File: src/rtl/classifier_scheduler_if.sv
// Bus bundle between the feature producers, the BLE snoop tap, the shared
// classifier and the result consumer.
//   src_*    : per-source feature beat streams (16 bits per source, packed)
//   ble_*    : snooped model-load byte stream
//   clf_*    : beat stream towards the classifier and its decision bit
//   result_* : tagged one-cycle result strobe
// slave  : the scheduler side
// master : the surrounding system side
interface classifier_scheduler_if #(
  parameter int unsigned NUM_SOURCES = 4
);
  localparam int unsigned SRC_W = $clog2(NUM_SOURCES);

  logic [16*NUM_SOURCES-1:0] src_data_in;
  logic [NUM_SOURCES-1:0]    src_valid_in;
  logic [NUM_SOURCES-1:0]    src_last_in;
  logic [NUM_SOURCES-1:0]    src_ready_out;

  logic [7:0]                ble_data_in;
  logic                      ble_valid_in;

  logic [15:0]               clf_data_out;
  logic                      clf_valid_out;
  logic                      clf_last_out;
  logic                      clf_predict_enable_out;
  logic                      clf_detected_in;

  logic                      result_valid_out;
  logic [SRC_W-1:0]          result_src_out;
  logic                      result_detected_out;

  modport slave (
    input  src_data_in, src_valid_in, src_last_in,
    input  ble_data_in, ble_valid_in,
    input  clf_detected_in,
    output src_ready_out,
    output clf_data_out, clf_valid_out, clf_last_out, clf_predict_enable_out,
    output result_valid_out, result_src_out, result_detected_out
  );

  modport master (
    output src_data_in, src_valid_in, src_last_in,
    output ble_data_in, ble_valid_in,
    output clf_detected_in,
    input  src_ready_out,
    input  clf_data_out, clf_valid_out, clf_last_out, clf_predict_enable_out,
    input  result_valid_out, result_src_out, result_detected_out
  );
endinterface

File: src/rtl/classifier_scheduler.sv
// Shares one linear-SVM classifier between NUM_SOURCES feature producers.
// Snoops the BLE model-load stream to track model residency and support
// vector count, grants the classifier round-robin one packet at a time,
// forwards the packet, waits out the compute latency and reports a tagged
// result.
// Ports:
//   clk_in          : system clock
//   rst_n_in        : synchronous active-low reset
//   bus             : source / BLE / classifier / result bundle (slave side)
//   model_ready_out : a complete model with at least one support vector is loaded
//   busy_out        : scheduler is not idle
module classifier_scheduler #(
  parameter int unsigned NUM_SOURCES  = 4,
  parameter int unsigned NUM_FEATURES = 16,
  parameter int unsigned SLACK        = 8
) (
  input  logic                   clk_in,
  input  logic                   rst_n_in,
  classifier_scheduler_if.slave  bus,
  output logic                   model_ready_out,
  output logic                   busy_out
);

  localparam int unsigned SRC_W  = $clog2(NUM_SOURCES);
  localparam int unsigned BEAT_W = $clog2(NUM_FEATURES + 1);
  localparam int unsigned WAIT_W = $clog2(256 + SLACK);
  localparam int unsigned REM_W  = 17;

  typedef enum logic [2:0] {
    S_IDLE,
    S_STREAM,
    S_DRAIN,
    S_WAIT,
    S_REPORT
  } state_e;

  // Model tracker
  logic             loading_q;
  logic [7:0]       num_sv_q;
  logic [REM_W-1:0] rem_q;
  logic             model_ready_q;

  // Main FSM
  state_e              state_q, state_d;
  logic [SRC_W-1:0]    grant_q, grant_d;
  logic [SRC_W-1:0]    ptr_q, ptr_d;
  logic [BEAT_W-1:0]   beat_q, beat_d;
  logic [WAIT_W-1:0]   wait_q, wait_d;
  logic                err_q, err_d;
  logic                det_q, det_d;
  logic [NUM_SOURCES-1:0] ready_q, ready_d;
  logic [15:0]         clf_data_q, clf_data_d;
  logic                clf_valid_q, clf_valid_d;
  logic                clf_last_q, clf_last_d;
  logic                pred_q, pred_d;
  logic                res_valid_q, res_valid_d;
  logic [SRC_W-1:0]    res_src_q, res_src_d;
  logic                res_det_q, res_det_d;
  logic                busy_q, busy_d;

  logic                hs_c;
  logic                src_last_c;
  logic [15:0]         src_beat_c;
  logic [BEAT_W-1:0]   beat_inc_c;
  logic [WAIT_W-1:0]   wait_load_c;
  logic                arb_ok_c;
  logic                found_c;

  // Model tracker: first byte outside a load is n, then 2*(F-1)*n+4 more bytes follow
  always_ff @(posedge clk_in) begin
    if (!rst_n_in) begin
      loading_q     <= 1'b0;
      num_sv_q      <= 8'd0;
      rem_q         <= '0;
      model_ready_q <= 1'b0;
    end else if (bus.ble_valid_in) begin
      if (!loading_q) begin
        loading_q     <= 1'b1;
        num_sv_q      <= bus.ble_data_in;
        model_ready_q <= 1'b0;
        rem_q         <= REM_W'(2 * (NUM_FEATURES - 1)) * REM_W'(bus.ble_data_in) + REM_W'(4);
      end else begin
        rem_q <= rem_q - REM_W'(1);
        if (rem_q == REM_W'(1)) begin
          loading_q     <= 1'b0;
          model_ready_q <= (num_sv_q != 8'd0);
        end
      end
    end
  end

  assign src_beat_c  = bus.src_data_in[{grant_q, 4'd0} +: 16];
  assign src_last_c  = bus.src_last_in[grant_q];
  assign hs_c        = bus.src_valid_in[grant_q] & ready_q[grant_q];
  assign beat_inc_c  = beat_q + BEAT_W'(1);
  assign wait_load_c = WAIT_W'(num_sv_q) + WAIT_W'(SLACK);
  // A load start on this cycle beats arbitration
  assign arb_ok_c    = model_ready_q & ~loading_q & ~bus.ble_valid_in;

  // Main FSM state register
  always_ff @(posedge clk_in) begin
    if (!rst_n_in) begin
      state_q     <= S_IDLE;
      grant_q     <= '0;
      ptr_q       <= SRC_W'(NUM_SOURCES - 1);
      beat_q      <= '0;
      wait_q      <= '0;
      err_q       <= 1'b0;
      det_q       <= 1'b0;
      ready_q     <= '0;
      clf_data_q  <= '0;
      clf_valid_q <= 1'b0;
      clf_last_q  <= 1'b0;
      pred_q      <= 1'b0;
      res_valid_q <= 1'b0;
      res_src_q   <= '0;
      res_det_q   <= 1'b0;
      busy_q      <= 1'b0;
    end else begin
      state_q     <= state_d;
      grant_q     <= grant_d;
      ptr_q       <= ptr_d;
      beat_q      <= beat_d;
      wait_q      <= wait_d;
      err_q       <= err_d;
      det_q       <= det_d;
      ready_q     <= ready_d;
      clf_data_q  <= clf_data_d;
      clf_valid_q <= clf_valid_d;
      clf_last_q  <= clf_last_d;
      pred_q      <= pred_d;
      res_valid_q <= res_valid_d;
      res_src_q   <= res_src_d;
      res_det_q   <= res_det_d;
      busy_q      <= busy_d;
    end
  end

  // Main FSM next state and registered-output values
  always_comb begin
    state_d     = state_q;
    grant_d     = grant_q;
    ptr_d       = ptr_q;
    beat_d      = beat_q;
    wait_d      = wait_q;
    err_d       = err_q;
    det_d       = det_q;
    clf_data_d  = '0;
    clf_valid_d = 1'b0;
    clf_last_d  = 1'b0;
    res_valid_d = 1'b0;
    res_src_d   = '0;
    res_det_d   = 1'b0;
    found_c     = 1'b0;

    unique case (state_q)
      S_IDLE: begin
        if (arb_ok_c) begin
          // Walk from farthest to nearest so the nearest requester after ptr wins
          for (int i = int'(NUM_SOURCES); i >= 1; i--) begin
            if (bus.src_valid_in[SRC_W'((int'(ptr_q) + i) % int'(NUM_SOURCES))]) begin
              grant_d = SRC_W'((int'(ptr_q) + i) % int'(NUM_SOURCES));
              found_c = 1'b1;
            end
          end
          if (found_c) begin
            beat_d  = '0;
            state_d = S_STREAM;
          end
        end
      end

      S_STREAM: begin
        if (hs_c) begin
          clf_valid_d = 1'b1;
          clf_data_d  = src_beat_c;
          beat_d      = beat_inc_c;
          clf_last_d  = src_last_c | (beat_inc_c == BEAT_W'(NUM_FEATURES));
          if (src_last_c) begin
            if (beat_inc_c != BEAT_W'(NUM_FEATURES)) err_d = 1'b1;
            wait_d  = wait_load_c;
            state_d = S_WAIT;
          end else if (beat_inc_c == BEAT_W'(NUM_FEATURES)) begin
            // Classifier already has a full frame; swallow the overrun
            err_d   = 1'b1;
            state_d = S_DRAIN;
          end
        end
      end

      S_DRAIN: begin
        if (hs_c && src_last_c) begin
          wait_d  = wait_load_c;
          state_d = S_WAIT;
        end
      end

      S_WAIT: begin
        if (wait_q == '0) begin
          det_d   = bus.clf_detected_in;
          state_d = S_REPORT;
        end else begin
          wait_d = wait_q - WAIT_W'(1);
        end
      end

      S_REPORT: begin
        res_valid_d = ~err_q;
        res_src_d   = err_q ? '0 : grant_q;
        res_det_d   = ~err_q & det_q;
        ptr_d       = grant_q;
        err_d       = 1'b0;
        state_d     = S_IDLE;
      end

      default: state_d = S_IDLE;
    endcase

    // A model reload mid-packet invalidates the result but the frame still completes
    if (bus.ble_valid_in && (state_q inside {S_STREAM, S_DRAIN, S_WAIT})) err_d = 1'b1;

    ready_d = '0;
    if (state_d == S_STREAM || state_d == S_DRAIN) ready_d[grant_d] = 1'b1;
    busy_d  = (state_d != S_IDLE);
    // Cover every STREAM cycle plus the cycle carrying the final forwarded beat
    pred_d  = (state_d == S_STREAM) || (state_q == S_STREAM);
  end

  assign bus.src_ready_out          = ready_q;
  assign bus.clf_data_out           = clf_data_q;
  assign bus.clf_valid_out          = clf_valid_q;
  assign bus.clf_last_out           = clf_last_q;
  assign bus.clf_predict_enable_out = pred_q;
  assign bus.result_valid_out       = res_valid_q;
  assign bus.result_src_out         = res_src_q;
  assign bus.result_detected_out    = res_det_q;
  assign model_ready_out            = model_ready_q;
  assign busy_out                   = busy_q;

endmodule

File: src/flat_wrapper.sv
// flat-port wrapper written by rule: the top's interface ports become plain ports
module classifier_scheduler_flat 
#(
  parameter int unsigned NUM_SOURCES  = 4,
  parameter int unsigned NUM_FEATURES = 16,
  parameter int unsigned SLACK        = 8
)
  (clk_in, rst_n_in, model_ready_out, busy_out, bus_src_data_in, bus_src_valid_in, bus_src_last_in, bus_ble_data_in, bus_ble_valid_in, bus_clf_detected_in, bus_src_ready_out, bus_clf_data_out, bus_clf_valid_out, bus_clf_last_out, bus_clf_predict_enable_out, bus_result_valid_out, bus_result_src_out, bus_result_detected_out);
  classifier_scheduler_if #(.NUM_SOURCES(NUM_SOURCES)) bus_i ();
  input  logic clk_in;
  input  logic rst_n_in;
  output logic model_ready_out;
  output logic busy_out;
  input wire logic [$bits(bus_i.src_data_in)-1:0] bus_src_data_in;
  input wire logic [$bits(bus_i.src_valid_in)-1:0] bus_src_valid_in;
  input wire logic [$bits(bus_i.src_last_in)-1:0] bus_src_last_in;
  input wire logic [$bits(bus_i.ble_data_in)-1:0] bus_ble_data_in;
  input wire logic [$bits(bus_i.ble_valid_in)-1:0] bus_ble_valid_in;
  input wire logic [$bits(bus_i.clf_detected_in)-1:0] bus_clf_detected_in;
  output wire logic [$bits(bus_i.src_ready_out)-1:0] bus_src_ready_out;
  output wire logic [$bits(bus_i.clf_data_out)-1:0] bus_clf_data_out;
  output wire logic [$bits(bus_i.clf_valid_out)-1:0] bus_clf_valid_out;
  output wire logic [$bits(bus_i.clf_last_out)-1:0] bus_clf_last_out;
  output wire logic [$bits(bus_i.clf_predict_enable_out)-1:0] bus_clf_predict_enable_out;
  output wire logic [$bits(bus_i.result_valid_out)-1:0] bus_result_valid_out;
  output wire logic [$bits(bus_i.result_src_out)-1:0] bus_result_src_out;
  output wire logic [$bits(bus_i.result_detected_out)-1:0] bus_result_detected_out;
  assign bus_i.src_data_in = bus_src_data_in;
  assign bus_i.src_valid_in = bus_src_valid_in;
  assign bus_i.src_last_in = bus_src_last_in;
  assign bus_i.ble_data_in = bus_ble_data_in;
  assign bus_i.ble_valid_in = bus_ble_valid_in;
  assign bus_i.clf_detected_in = bus_clf_detected_in;
  assign bus_src_ready_out = bus_i.src_ready_out;
  assign bus_clf_data_out = bus_i.clf_data_out;
  assign bus_clf_valid_out = bus_i.clf_valid_out;
  assign bus_clf_last_out = bus_i.clf_last_out;
  assign bus_clf_predict_enable_out = bus_i.clf_predict_enable_out;
  assign bus_result_valid_out = bus_i.result_valid_out;
  assign bus_result_src_out = bus_i.result_src_out;
  assign bus_result_detected_out = bus_i.result_detected_out;
  classifier_scheduler #(.NUM_SOURCES(NUM_SOURCES), .NUM_FEATURES(NUM_FEATURES), .SLACK(SLACK)) u_core (.clk_in(clk_in), .rst_n_in(rst_n_in), .bus(bus_i), .model_ready_out(model_ready_out), .busy_out(busy_out));
endmodule
File: config.mk
export PLATFORM = sky130hd
export DESIGN_NAME = classifier_scheduler_flat
export DESIGN_NICKNAME = d
export VERILOG_FILES = /design/src/rtl/classifier_scheduler_if.sv /design/src/rtl/classifier_scheduler.sv /design/src/flat_wrapper.sv
export SDC_FILE = /design/constraint.sdc
export NUM_CORES = 1
export LEC_CHECK = 0
export ABC_AREA = 1
export CORE_UTILIZATION = 27
export DETAILED_ROUTE_END_ITERATION = 10
export GPL_TIMING_DRIVEN = 0
export PLACE_DENSITY_LB_ADDON = 0.15
export SLEW_MARGIN = 20
export SYNTH_ARGS = -nofsm -noshare
export SYNTH_HDL_FRONTEND = slang
export SYNTH_SLANG_ARGS = --single-unit
export TNS_END_PERCENT = 10
File: constraint.sdc
create_clock -name clk_in -period 3.65 [get_ports clk_in]
set_clock_uncertainty 0.15 [all_clocks]
set_input_delay 0.73 -clock clk_in [delete_from_list [all_inputs] [get_ports clk_in]]
set_output_delay 0.73 -clock clk_in [all_outputs]
set_load 0.02 [all_outputs]
* Word level (Yosys, flattened, before mapping)
Index checks and enable logic that the tools add are counted.
** Word-level totals
- Output and inout bits :: 29
- Word-level logic and storage cells :: 151
- Bits in registers :: 78
- Bits of input ports :: 84
** Operators by class
- Reduce and logical (&&, ||, !) cells :: 23
- Bitwise operators :: 10
- Equality and inequality tests :: 19
- Shift operators :: 1
- Magnitude comparators :: 7
- $mul :: 1
- $add $sub $neg :: 9
- Mux-type cells :: 61
** Operators with widths (number)
- $shiftx 64x7->16 :: 1
- $mux 9 :: 4
- $mux 1 :: 28
- $pmux 9 s3 :: 1
- $mux 3 :: 7
- $eq 17x1->1 const B :: 1
- $mux 17 :: 1
- $sub 17x1->17 const B :: 1
- $lt 2x4->1 const B :: 4
- $mux 5 :: 3
- $add 13x3->14 const B :: 1
- $bmux 1 s2 :: 7
- $mul 4x8->12 const A :: 1
- $mux 2 :: 6
- $pmux 3 s4 :: 1
- $reduce_and 2->1 :: 6
- $ne 2x1->1 const B :: 5
- $pmux 5 s2 :: 1
- $add 8x4->9 const B :: 1
- $eq 3x2->1 const B :: 3
- $logic_not 9->1 :: 1
- $reduce_bool 3->1 :: 3
- $sub 9x1->9 const B :: 1
- $reduce_and 4->1 :: 2
- 26 further kinds :: 41

* Longest topological paths before layout
Gate-level depths: netlist (run 1).
- Depth after elaboration :: 16
- Depth in mapped cells :: 20
- Gate-level depth less buffers :: 20

* Least setup slack after synthesis (run 1)
Ideal clock, no wire load.
- Path kind :: input to register
- Start point :: input bus_ble_data_in[0]
- End point :: register u_core.rem_q[10]
- Data required time :: 3.365 ns
- Setup slack :: 0.087 ns
- Cell stages on the path :: 16
- Buffers on the path :: 0
- Data arrival time :: 3.277 ns
- Library setup time :: 0.135 ns
- Cell sequence :: fa_1 -> or2_2 -> nand2_1 -> inv_1 -> ha_1 -> or2_2 -> ha_1 -> inv_1 -> nand2_1 -> nand3_1 -> nor2_2 -> nand3_2 -> nor2_4 -> nand3_1 -> nand3_1 -> a21oi_1
** On the way
- Cells in the longest elaborated chain, start to end :: 3
** Ends and longest elaborated chain
- start, declared :: line flat_wrapper.sv:17 : input wire logic [$bits(bus_i.ble_data_in)-1:0] bus_ble_data_in;
- $mul 4x8->12 :: line classifier_scheduler.sv:81 : rem_q <= REM_W'(2 * (NUM_FEATURES - 1)) * REM_W'(bus.ble_data_in) + REM_W'(4);
- $add 13x3->14 :: line classifier_scheduler.sv:81
- $mux 17 :: line classifier_scheduler.sv:77 : if (!loading_q) begin
- end signal, assigned :: line classifier_scheduler.sv:81
- end signal, assigned :: line classifier_scheduler.sv:83 : rem_q <= rem_q - REM_W'(1);
- end, declared :: line classifier_scheduler.sv:40 : logic [REM_W-1:0] rem_q;
Every way passes these cells.
A chain may end at the register's enable or synchronous reset.

* Worst setup path after layout (run 1)
- Start point :: input bus_ble_data_in[2]
- End point :: register u_core.rem_q[11]
Same word-level chain as after synthesis.

==> results of run 1 <==
## logic make-up after synthesis
| logic type | synth area share, % |
|---|---|
| AOI/OAI and AO/OA | 17.14 |
| xor gates and xnor gates | 2.832 |
| adders and majority gates | 9.567 |
| buffers and inverters | 11.04 |
| DFF | 29.70 |
| muxes | 0.1904 |
| and+or+nand+nor | 29.53 |
## sequential cells by signal (all words and copies together) (netlist names), 2 cells and up
signal                     cells
u_core.beat_q                  5
u_core.wait_q                  9
u_core.state_q                 3
u_core.num_sv_q                8
u_core.bus.src_ready_out       4
u_core.bus.clf_data_out       16
u_core.ptr_q                   2
u_core.grant_q                 2
u_core.rem_q                  17
u_core.bus.result_src_out      2
## power groups by stage
stage	combinational (W)	clock [W]	sequential [W]
floorplan	0.000531	0	0.000928
global placement	0.000750	0	0.000937
detailed placement	0.000752	0	0.000936
CTS	0.000830	0.000924	0.000917
global route	0.00106	0.000964	0.000924
finish	0.000941	0.000897	0.000918
## cells in the final DEF, fill, tap and decap left out, types with 16 or more instances in the layout
master,Yosys,routed
nand2_1,154,139
nor2_1,124,120
clkdlybuf4s50_1,0,105
inv_1,106,96
dfxtp_1,78,78
o21ai_0,75,75
a21oi_1,65,60
nand3_1,44,41
ha_1,21,16
## area by class of cell
cell class | instances | area, µm² | area share [%]
multi-input cells | 580 | 3297 | 45.45
flip-flops and latches | 78 | 1562 | 21.53
repair buffers | 123 | 1192 | 16.44
inverters | 113 | 432.9 | 5.969
well taps | 260 | 325.3 | 4.485
clock buffers | 11 | 242.7 | 3.347
plain buffers | 26 | 153.9 | 2.122
clock inverters | 4 | 47.55 | 0.6555
## through the flow
| step | hold WS [ps] | TNS, ps |
|---|---|---|
| final | 286.0 | 0 |
| after global routing | 331.0 | -5.053 |
| after CTS | 289.7 | -23.89 |
| after detailed placement | 279.7 | -6214 |
| after global placement | 278.3 | -5971 |
| after floorplan | 266.0 | 0 |
## layer usage
| metal | GRT usage, % | vias up |
|---|---|---|
| met5 | 0 | - |
| met4 | 5.037 | 0 |
| met3 | 3.172 | 12 |
| met2 | 26.32 | 114 |
| met1 | 22.08 | 2436 |
| li1 | - | 2852 |
## what timing repair did
item / in CTS / in global routing
buffers inserted: 4 / 7
setup endpoints to repair: 9 / 6
pin swaps: 4 / 22
resized for setup: 28 / 40
endpoints found under the hold margin: 0 / 0
## worst max-delay path, stage by stage
cell	delay (ps)
buf_2	140
fa_1	510
or2_4	250
nand2_1	70
inv_1	40
ha_1	280
inv_1	50
fa_1	460
inv_2	80
nand3_1	120
nor2_4	180
nand3_4	100
nor2_4	200
nand3_2	130
nand2_2	70
nand2_1	60
a21oi_1	110
## final timing paths
path                                                    start                                         to  slack [ps]  depth (start not counted)
worst min-delay path                u_core.det_q$_SDFFE_PN0P_  u_core.bus.result_detected_out$_SDFF_PN0_         290                          2
worst min register to register      u_core.det_q$_SDFFE_PN0P_  u_core.bus.result_detected_out$_SDFF_PN0_         290                          2
worst max-delay path                       bus_ble_data_in[2]              u_core.rem_q[11]$_SDFFE_PN0P_         190                         17
worst max register to register  u_core.wait_q[0]$_SDFFE_PN0P_     u_core.bus.src_ready_out[2]$_SDFF_PN0_        1510                         14
==> metrics.md, run 1 <==
| Metric | Value |
|---|---|
| Worst min path class | `reg2reg` |
| Slew Viols, Final | `0` |
| Sequential share of power | `33.3%` |
| Rel. slew slack | `55.15%` |
| Met3 wire len | `between 800 and 900 µm` |
| Synth area leader | `dfxtp_1` |
| GRT Util Overall | `16.38%` |
| P_int | `0.001846 W` |
| DRT met1 WL | `between 7000 and 8000 µm` |
| Top cell type's share of synthesized area | `29.70%` |
| Clock Power Share | `32.5%` |
| Top_reg_cell synth | `dfxtp_1` |
| Dpl cells | `about 1,200` |
| Die area | `roughly 20,000 µm²` |
| Switching power share of the total | `33.01%` |
| Via-per-instance ratio | `4.531` |
| Starting Density | `27.83%` |
| Vias post-DR | `5,414` |
| Final Hold Fails | `0` |
| Routability cong. | `0.7897` |
| Site Rows | `50` |
| Critical Path Fanout Max | `7` |
| Share of the yosys chip area belonging to registers | `29.70%` |
| H-tree Lvls | `3` |
| Total Power | `between 0.002 and 0.003 W` |
| Synth unique cells | `47` |
| Number of remaining DRC errors | `0` |
| Clock Latency Late Sink | `340 ps` |
| TritonRoute pass-1 iters | `5` |
| Largest net degree at the start of global routing | `13` |
| Cells after Synth | `797` |
| Synthesized area | `5258 µm²` |
| DRT iter0 DRCs | `around 240` |
| Finished Core Util | `38.39%` |
| Slew of the pin with the lowest slew margin | `between 600 and 700 ps` |
| Status | `finished, final reports clean` |
| Startpoint types | `primary input` |
| Die Ht | `approximately 140 µm` |
| Syn_area_per_cell | `about 6.6 µm²` |
| Initial antenna violation count | `0` |
| Vias in the first global route | `5,030` |
| Core ar. | `18,890 µm²` |
| Dpl ws | `-794.4 ps` |
| Async SR Flop Fraction | `0%` |
| Number of top-level pins | `113` |
| Die width | `141.5 µm` |
| Share of cells above drive strength 1 | `between 10% and 20%` |
| Top post-synthesis cells by area | `dfxtp_1 (30%), nand2_1 (11%), nor2_1 (8.9%)` |
| Total clock sinks | `78` |
| Peak VDD IR | `0.0002420 V` |
| Number of buffers added on ports | `112` |
| Area grow syn2layout | `37.96%` |
| Cts bufs inserted | `9` |
| Post-route minimum period | `3462 ps` |
| CTS tree | `yes` |
| Antenna cells | `0` |
| Final ANT Viol Nets | `0` |
| Final worst-path setup slack | `188.1 ps` |
| GRT overflow | `0` |
| CP arrival | `3580 ps` |
| CTS root buffer | `clkbuf_16` |
| Reg clk slew, reported paths | `60 ps` |
| Leakage | `3.200 nW` |
| RSZ-0062 raised after global routing | `true` |
| EDFF count, synth | `0` |
| Non-filler cells, final | `1,195` |
| Sw Pwr | `0.0009097 W` |
| Hold_buf cts | `0` |
| Most frequent cell after synthesis | `nand2_1` |
| Yosys Warn Count | `0` |
| First-pass GRT wire length | `25,880 µm` |
| Syn nets | `914` |
| Cell Area, Placed | `6704 µm²` |
| PwrDens | `~380 nW/µm²` |
| WL per Instance | `13.40 µm` |
| Final Instance Area | `7253 µm²` |
| Crit share post-route | `94.85%` |
| Max Cap Violations | `0` |
| Fmax | `0.2889 GHz` |
| DR top layer | `met4` |
| Comb power frac | `34.2%` |
| Worst endpoint required time | `3770 ps` |
| Setup violators final | `0` |
| Crit Path Category | `in2reg` |
| Dpl hpwl | `12,130 µm` |
| CP Capture Type | `flip-flop` |
| Met2 routed WL | `between 7000 and 8000 µm` |
| Final net count | `1,048` |
| Clock Path Buffers | `2` |
| Synth cell count leaders | `nand2_1 (154), nor2_1 (124), inv_1 (106)` |
| Fillers | `~2,000` |
| Synth Register Bits | `78` |
| Routed WL | `16,010 µm` |
No activity file was read; power rests on OpenSTA's default activity.
==> run 2, diff against run 1 <==
Settings changed: CORE_UTILIZATION 27 to 47.
==> metrics.md, run 2 (synthesis results as in run 1) <==
| Metric | Value |
|---|---|
| Finished Core Util | `63.43%` |
| Reg clk slew, reported paths | `about 90 ps` |
| First-pass GRT wire length | `24,010 µm` |
| Worst min path class | `reg2reg` |
| Number of buffers added on ports | `112` |
| Max Cap Violations | `0` |
| WL per Instance | `13.92 µm` |
| Clock Latency Late Sink | `between 300 and 400 ps` |
| Startpoint types | `primary input` |
| Initial antenna violation count | `0` |
| Max FFs per register | `17` |
| Core ar. | `approximately 11,000 µm²` |
| Critical Path Fanout Max | `5` |
| Vias in the first global route | `between 5,000 and 6,000` |
| GRT Util Overall | `26.30%` |
| P_int | `0.001586 W` |
| DRT iter0 DRCs | `296` |
| Setup TNS | `0 ps` |
| Most flops, register | `u_core.rem_q` |
| Slew Viols, Final | `0` |
| CTS tree | `yes` |
| Status | `finished, final reports clean` |
| Cts bufs inserted | `9` |
| Sequential share of power | `36.9%` |
| Most frequent cells in the layout | `nand2_1 (141), nor2_1 (120), clkdlybuf4s50_1 (106)` |
| Slew of the pin with the lowest slew margin | `686.3 ps` |
| Via-per-instance ratio | `between 5 and 6` |
| M3 GR Usage | `5.811%` |
| CTS root buffer | `clkbuf_8` |
| Share of cells above drive strength 1 | `9.591%` |
| Starting Density | `around half` |
| WHS | `slightly above 300 ps` |
| Routed WL | `14,870 µm` |
| Number of top-level pins | `about 110` |
| Peak VDD IR | `between 0.0003 and 0.0004 V` |
| Commonest non-fill, non-tap cell in the layout | `nand2_1` |
| Post-route minimum period | `3532 ps` |
| Worst endpoint required time | `3810 ps` |
| Dpl cells | `between 1,000 and 1,500` |
| Rel. slew slack | `53.82%` |
| CP arrival | `3690 ps` |
| H-tree Lvls | `3` |
| Crit Path Category | `in2reg` |
| Dpl hpwl | `11,550 µm` |
| PwrDens | `360.0 nW/µm²` |
| TritonRoute pass-1 iters | `5` |
| Crit share post-route | `96.76%` |
| Fmax | `about 0.28 GHz` |
| Final Hold Fails | `0` |
| Total clock sinks | `slightly below 80` |
| Number of remaining DRC errors | `0` |
| Leakage | `3.110 nW` |
| M2 GR Usage | `46.15%` |
| Area grow syn2layout | `31.37%` |
| Die area | `about 12,000 µm²` |
| Clock Power Share | `27.0%` |
| GRT overflow | `0` |
| Non-filler cells, final | `roughly 1,100` |
| CP Capture Type | `flip-flop` |
| Largest net degree at the start of global routing | `15` |
| Die width | `107.8 µm` |
| Final ANT Viol Nets | `0` |
| Die Ht | `107.8 µm` |
| Routability cong. | `approximately 0.9` |
| Setup violators final | `0` |
| Final net count | `1,040` |
| Sw Pwr | `~0.00090 W` |
| Met1 Track Usage GR | `31.57%` |
| Vias post-DR | `roughly 5,600` |
| GRT busiest layer | `met2` |
| Comb power frac | `36.0%` |
| Clock Path Buffers | `2` |
| Antenna cells | `0` |
| Switching power share of the total | `a little over a third` |
| Site Rows | `38` |
[run 2: changes by cell type in the layout (fill, tap and decap cells not counted), moves of 3 or more]
cell	previous run	this run
inv_1	96	99
buf_4	11	3
clkbuf_16	9	0
clkinv_4	0	3
clkbuf_8	4	12
inv_2	14	11
[run 2: routing by layer]
layer,vias up,routed length [µm]
li1,2829,-
met1,2603,6332
met2,167,7423
met3,23,823
met4,0,289
met5,-,0
[run 2: metrics by stage]
stage               setup WS [ps]  total power, W  cell area [µm²]
floorplan                   87.38        0.001459             5258
global placement           -673.9        0.001671             6554
detailed placement         -778.4        0.001694             6554
CTS                         4.983        0.002418             6833
global route               -22.22        0.002644             6907
finish                      118.3        0.002487             6907
[run 2: final timing paths]
kind / from / end / slack [ps] / cells after the start
worst max-delay path: bus_ble_data_in[4] / u_core.rem_q[13]$_SDFFE_PN0P_ / 120 / 14
worst min-delay path: u_core.det_q$_SDFFE_PN0P_ / u_core.bus.result_detected_out$_SDFF_PN0_ / 300 / 2
worst max register to register: u_core.wait_q[0]$_SDFFE_PN0P_ / u_core.bus.src_ready_out[2]$_SDFF_PN0_ / 1520 / 14
worst min register to register: u_core.det_q$_SDFFE_PN0P_ / u_core.bus.result_detected_out$_SDFF_PN0_ / 300 / 2
[run 2: layout make-up]
class | instances | area, µm²
Clock buffer | 10 | 127.6
Fill cell | 1031 | 3981
Multi-Input combinational cell | 580 | 3258
Clock inverter | 6 | 70.07
Buffer | 26 | 153.9
Inverter | 113 | 431.7
Timing Repair Buffer | 115 | 1129
Tap cell | 140 | 175.2
Sequential cell | 78 | 1562
[run 2: power groups by stage]
stage | Sequential (W) | Clock, W | Combinational [W]
after floorplan | 0.000928 | 0 | 0.000531
after global placement | 0.000935 | 0 | 0.000736
after global routing | 0.000922 | 0.000717 | 0.00101
after CTS | 0.000916 | 0.000681 | 0.000821
after detailed placement | 0.000936 | 0 | 0.000758
final | 0.000919 | 0.000672 | 0.000896
[run 2: timing repair]
item,CTS,global route
pin swaps,5,19
resized for setup,25,29
endpoints found under the hold margin,0,0
setup buffers,1,2
hold buffers,0,0
setup endpoints to repair,9,6
[run 2: worst max-delay path, cell delays in order]
cell	delay [ps]
clkdlybuf4s50_1	500
inv_4	70
fa_1	480
fa_1	510
inv_2	50
ha_4	230
or2_2	310
nand3_1	110
nand3_1	90
nand2_1	160
nand2_1	90
nor2_2	80
nand3_1	120
a21oi_2	140
